## config.mk

```make
export PLATFORM = sky130hd
export DESIGN_NAME = led_rate_controller
export DESIGN_NICKNAME = d
export VERILOG_FILES = /design/src/rtl/led_rate_controller.sv
export SDC_FILE = /design/constraint.sdc
export NUM_CORES = 1
export LEC_CHECK = 0
export CAP_MARGIN = 20
export CORE_UTILIZATION = 25
export CTS_BUF_LIST = sky130_fd_sc_hd__clkbuf_4
export CTS_CLUSTER_DIAMETER = 200
export DETAILED_ROUTE_END_ITERATION = 16
export GPL_ROUTABILITY_DRIVEN = 0
export HOLD_SLACK_MARGIN = 0.12
export PLACE_DENSITY = 0.5
export SYNTH_ARGS = -nofsm -noshare
export SYNTH_HDL_FRONTEND = slang
export SYNTH_SLANG_ARGS = --single-unit
```

## constraint.sdc

```tcl
create_clock -name clock -period 4.45 [get_ports clock]
set_clock_uncertainty 0.15 [all_clocks]
set_input_delay 0.89 -clock clock [delete_from_list [all_inputs] [get_ports clock]]
set_output_delay 0.89 -clock clock [all_outputs]
set_load 0.03 [all_outputs]
```

## src/rtl/led_rate_controller.sv

```systemverilog
// LED rate controller: owns the divisor for the shared clock divider that
// paces the LED state machine, and sequences the divider through a reset
// whenever the divisor changes.
//
// Ports:
//   clock         system clock, rising edge
//   reset         asynchronous active-low reset
//   speed_up      single-cycle request: halve the divisor (clamped at MIN_DIV)
//   speed_down    single-cycle request: double the divisor (clamped at MAX_DIV)
//   speed_default single-cycle request: restore DEFAULT_DIV
//   pause         level, suppresses step_en
//   div_clk_in    divider output clock (asynchronous to clock)
//   divisor       divisor driven to the divider
//   div_rst_n     active-low reset driven to the divider
//   step_en       one-cycle enable to the LED FSM
//   busy          high while not in RUN
//   at_min        divisor == MIN_DIV
//   at_max        divisor == MAX_DIV
//   req_dropped   one-cycle pulse when a request is ignored
module led_rate_controller #(
  parameter int unsigned DEFAULT_DIV = 32'd25000000,
  parameter int unsigned MIN_DIV     = 32'd2,
  parameter int unsigned MAX_DIV     = 32'd50000000,
  parameter int unsigned RST_CYCLES  = 32'd4
) (
  input  logic        clock,
  input  logic        reset,
  input  logic        speed_up,
  input  logic        speed_down,
  input  logic        speed_default,
  input  logic        pause,
  input  logic        div_clk_in,
  output logic [31:0] divisor,
  output logic        div_rst_n,
  output logic        step_en,
  output logic        busy,
  output logic        at_min,
  output logic        at_max,
  output logic        req_dropped
);

  typedef enum logic [1:0] {StHold, StSettle, StRun} state_e;

  localparam logic [31:0] HoldLoad = 32'(RST_CYCLES - 1);

  state_e      state_q, state_d;
  logic [31:0] divisor_q, divisor_d;
  logic [31:0] cnt_q, cnt_d;
  logic        drop_q, drop_d;
  logic        sync1_q, sync2_q, hist_q, step_q;
  logic [31:0] up_div, down_div, req_div;
  logic        req_any, apply, rise;

  always_comb begin
    up_div = divisor_q >> 1;
    if (up_div < MIN_DIV) up_div = MIN_DIV;
    // Compare against MAX_DIV>>1 so the shift can never overflow 32 bits.
    if (divisor_q > (MAX_DIV >> 1)) down_div = MAX_DIV;
    else                            down_div = divisor_q << 1;
  end

  always_comb begin
    state_d   = state_q;
    divisor_d = divisor_q;
    cnt_d     = cnt_q;
    drop_d    = 1'b0;
    req_div   = divisor_q;
    req_any   = speed_up | speed_down | speed_default;
    apply     = 1'b0;
    case (state_q)
      StHold: begin
        if (cnt_q == 32'd0) state_d = StSettle;
        else                cnt_d   = cnt_q - 32'd1;
        drop_d = req_any;
      end
      StSettle: begin
        state_d = StRun;
        drop_d  = req_any;
      end
      StRun: begin
        if (speed_default) begin
          req_div = DEFAULT_DIV;
          apply   = 1'b1;
        end else if (speed_up && speed_down) begin
          drop_d = 1'b1;
        end else if (speed_up) begin
          req_div = up_div;
          apply   = 1'b1;
        end else if (speed_down) begin
          req_div = down_div;
          apply   = 1'b1;
        end
        if (apply) begin
          if (req_div != divisor_q) begin
            divisor_d = req_div;
            state_d   = StHold;
            cnt_d     = HoldLoad;
          end else begin
            drop_d = 1'b1;
          end
        end
      end
      default: begin
        state_d = StHold;
        cnt_d   = HoldLoad;
      end
    endcase
  end

  // Edge history tracks the synced value every cycle, so entering RUN from
  // SETTLE never sees a stale edge; edges outside RUN or under pause are lost.
  assign rise = sync2_q & ~hist_q;

  always_ff @(posedge clock or negedge reset) begin
    if (!reset) begin
      state_q   <= StHold;
      divisor_q <= DEFAULT_DIV;
      cnt_q     <= HoldLoad;
      drop_q    <= 1'b0;
      sync1_q   <= 1'b0;
      sync2_q   <= 1'b0;
      hist_q    <= 1'b0;
      step_q    <= 1'b0;
    end else begin
      state_q   <= state_d;
      divisor_q <= divisor_d;
      cnt_q     <= cnt_d;
      drop_q    <= drop_d;
      sync1_q   <= div_clk_in;
      sync2_q   <= sync1_q;
      hist_q    <= sync2_q;
      step_q    <= rise & (state_q == StRun) & ~pause;
    end
  end

  assign divisor     = divisor_q;
  assign div_rst_n   = (state_q != StHold);
  assign busy        = (state_q != StRun);
  assign at_min      = (divisor_q == MIN_DIV);
  assign at_max      = (divisor_q == MAX_DIV);
  assign step_en     = step_q;
  assign req_dropped = drop_q;

endmodule

```

==> impl_results.md <==
* Worst Tran Pin Value at 0.952 ns
* Worst rel slew slack at 0.365
* H-tree levels at 3
* Cells after Synth at roughly 690
* Simple-gate portion of the synthesized area at 0.257
* VDD IR max at 0.193 mV
* Internal at 1.40 mW
* DPL Wire Length at 16600 um
* Critical Path RT at 4.66 ns
* Die height at 152 um
* Top-count cell post-synth: dfrtp_1
* Post-Synth XOR/XNOR Area at 0.00155
* Worst Setup Slack, final at 0.127 ns
* Synth top area share at 0.252
* First-pass GRT wire length at 36100 um
* Syn Area/Cell at 8.15 sq um
* Sw Share at 0.425
* Tot GR Track Use at 0.199
* Synth Warn # at 0
* Initial Util at 0.257
* Routed length per instance at a little over 20 um
* CTS tree: yes
* Seq cells post-synth at 71
* Compound-cell area share of the yosys netlist at 0.311
* Max stage delay on crit path at 0.49 ns
* Setup-failing EPs final at 0
* Slew Limit Fails at 0
* Synth Area in Adders at 0.00664
* DR pass1 iterations at 11
* Antenna violations before repair at 1
* Seq/Total Area, Yosys at 0.317
* Cell area after synthesis at approximately 0.0057 sq mm
* Max Cap Viol at 0
* Leading area contributor after synthesis: dfrtp_1
* Postcts setup bufs at 0
* Design Power at 2.43 mW
* RSZ-0062 raised after global routing: false
* Critical Path Source Type: input pin
* Reg clk slew, reported paths at ~0.13 ns
* Failing checks: design-rule violations
* Routed Antenna Nets at 0
* Static leakage at 2.98 nW
* Multiplexer share of the synthesized area at 0.0336
* DR vias at between 6000 and 7000
* Asr flop ratio synth at 1.00
* Number of enable flip-flop cells after synthesis at 0
* Worst path buffer plus inverter count at 4
* Largest net degree at the start of global routing at 72
* WS Path Type: input pin to flip-flop
* Top delay family on crit path: simple AND/OR/NAND/NOR gates
* 1st-iter DRT viols at 675
* CP Max Fanout at 10
* Main combinational cell family by area after synthesis: compound AO/OA/AOI/OAI gates
* Maximum clock rate at 231 MHz
* Outcome: finished, violations left
* GRT overflow at 0
* Die Width at 152 um
* Post-Place Setup Slack at -0.388 ns
* Area contributors post-synth: dfrtp_1 (25%), dfstp_2 (6.5%), o21ai_0 (3.7%)
* Core area at 0.0220 sq mm
* Die ar. at 0.0232 sq mm
* Share of total power in combinational logic at 0.422
* Sw Pwr at 1.03 mW
* Vias per cell at 5.76
* Crit path cell chain: clkdlybuf4s50_1 -> ha_1 -> buf_4 -> nor2b_1 -> nand2_1 -> buf_4 -> a211o_1 -> o22ai_1 -> o221ai_1 -> nand4b_1 -> or4_4 -> o31a_2 -> nand2_4 -> buf_12 -> mux2_1
* Area growth, synth to finish at 30.4%
* Share of cells above drive strength 1 at 0.259
* IO Port Bufs at 44
* Most common cell type on the critical path: buf_4
* Fin crit share at 0.971
* Rows at 54
* Final WL at approximately 23000 um
* Setup crit end kind: flip-flop
* Clock power frac at 0.191
* Pwr dens at approximately 330 mW/mm^2
* CTS max path bufs at 2
* Post-synth top cells: dfrtp_1 (57), nor2_1 (52), nand2_1 (48)
* Main synth FF type: dfrtp_1
* Total Nets Final at 832
* # IOs at 45
* Clk_lat worst skew at 0.49 ns
* Root buffer cell: clkbuf_4
* Slowest cell on the critical path: or4_4
* Unique masters post-synth at 84
* Syn nets at about 700
* DRC Markers at 6
* Flop pwr share at 0.386
* Clock buffer count from CTS at 9
* Hold Vio Cnt, Final at 0
* Vias in the first global route at 6221
* Fin util at 0.335
* Min Hold Slack at 0.220 ns
* Hold crit path type: flip-flop to flip-flop
* Final Cell Area at between 0.007 and 0.008 sq mm
* Worst Path Arrival at 4.54 ns
* Post-DP Area at 0.00720 sq mm
* Tmin final at 4.32 ns
* Clock Sinks at 71
-- cell families (layout without fill, tap and decap cells) --
logic type,after synthesis,count (layout)
other cells,0,1
mux,18,18
xor+xnor,1,1
flops,71,71
buf+inv,100,233
compound gates,236,236
fa+ha+maj,3,3
simple gates,265,265
-- per-layer routing --
metal	wire, um	part of all wire	GRT usage
met5	0	0	0
met4	1130	0.049	0.0996
met3	1890	0.083	0.0412
met2	10000	0.44	0.310
met1	9820	0.43	0.261
-- power by group through the flow --
stage                     sequential [mW]  combinational, mW  clock, mW
after global routing                0.962               1.11      0.506
after floorplan                     0.963              0.556          0
after global placement              0.947               1.01          0
after CTS                           0.936               1.01      0.490
after detailed placement            0.948               1.00          0
final                               0.940               1.03      0.465
-- final cells by class --
| class | instances | area [sq um] |
|---|---|---|
| Timing Repair Buffer | 178 | 1460 |
| Sequential cell | 71 | 1790 |
| Fill cell | 2343 | 14700 |
| Multi-Input combinational cell | 523 | 3470 |
| Clock inverter | 6 | 68.8 |
| Tap cell | 280 | 350 |
| Clock buffer | 10 | 75.1 |
| Antenna cell | 1 | 2.50 |
| Inverter | 39 | 146 |
-- worst paths after layout --
check	cells after the start	endpoint	slack [ns]	start
worst max-delay path	15	divisor[17]	0.13	speed_down
worst min-delay path	0	sync2_q	0.22	sync1_q
worst max register to register	13	divisor[17]	0.18	divisor[22]
worst min register to register	0	sync2_q	0.22	sync1_q
max in group asynchronous	1	divisor[23]	3.14	reset
min in group asynchronous	1	divisor[10]	0.35	reset
-- timing repair --
action,4_1_cts,5_1_grt
setup endpoints to repair,0,23
gates resized for setup,0,5
hold buffers,0,0
-- stage by stage --
step	TNS, ns	std cells
final	0	1108
after global routing	0	1108
after CTS	0	1107
after detailed placement	-15.62	1091
after global placement	-13.29	1091
after floorplan	0	694
-- registers in the layout (all words and copies together) (netlist names) --
register,count
divisor,32
sync2_q,1
state_q,2
req_dropped,1
hist_q,1
step_en,1
cnt_q,32
sync1_q,1
-- cell usage in the layout (no fill, tap or decap), drive strengths merged, types with 16 or more instances in the layout --
master and n:
nand4 16, nor3 31, nor2 53, buf 136, dfrtp 57, a21oi 34
o21ai 54, inv 38, nand3 18, clkdlybuf4s50 42, a31oi 26, nand2 49
-- worst register-to-register path, stage by stage, from the launching register on --
cell	delay (ns)
dfstp_2	0.66
and4_1	0.28
nand4_1	0.18
buf_4	0.20
o21ba_2	0.32
o21ai_2	0.10
buf_4	0.17
o21ai_0	0.38
o2111ai_1	0.18
or4_4	0.56
o31a_2	0.40
nand2_4	0.10
buf_12	0.13
mux2_1	0.33
(Power assumes the default switching activity.)
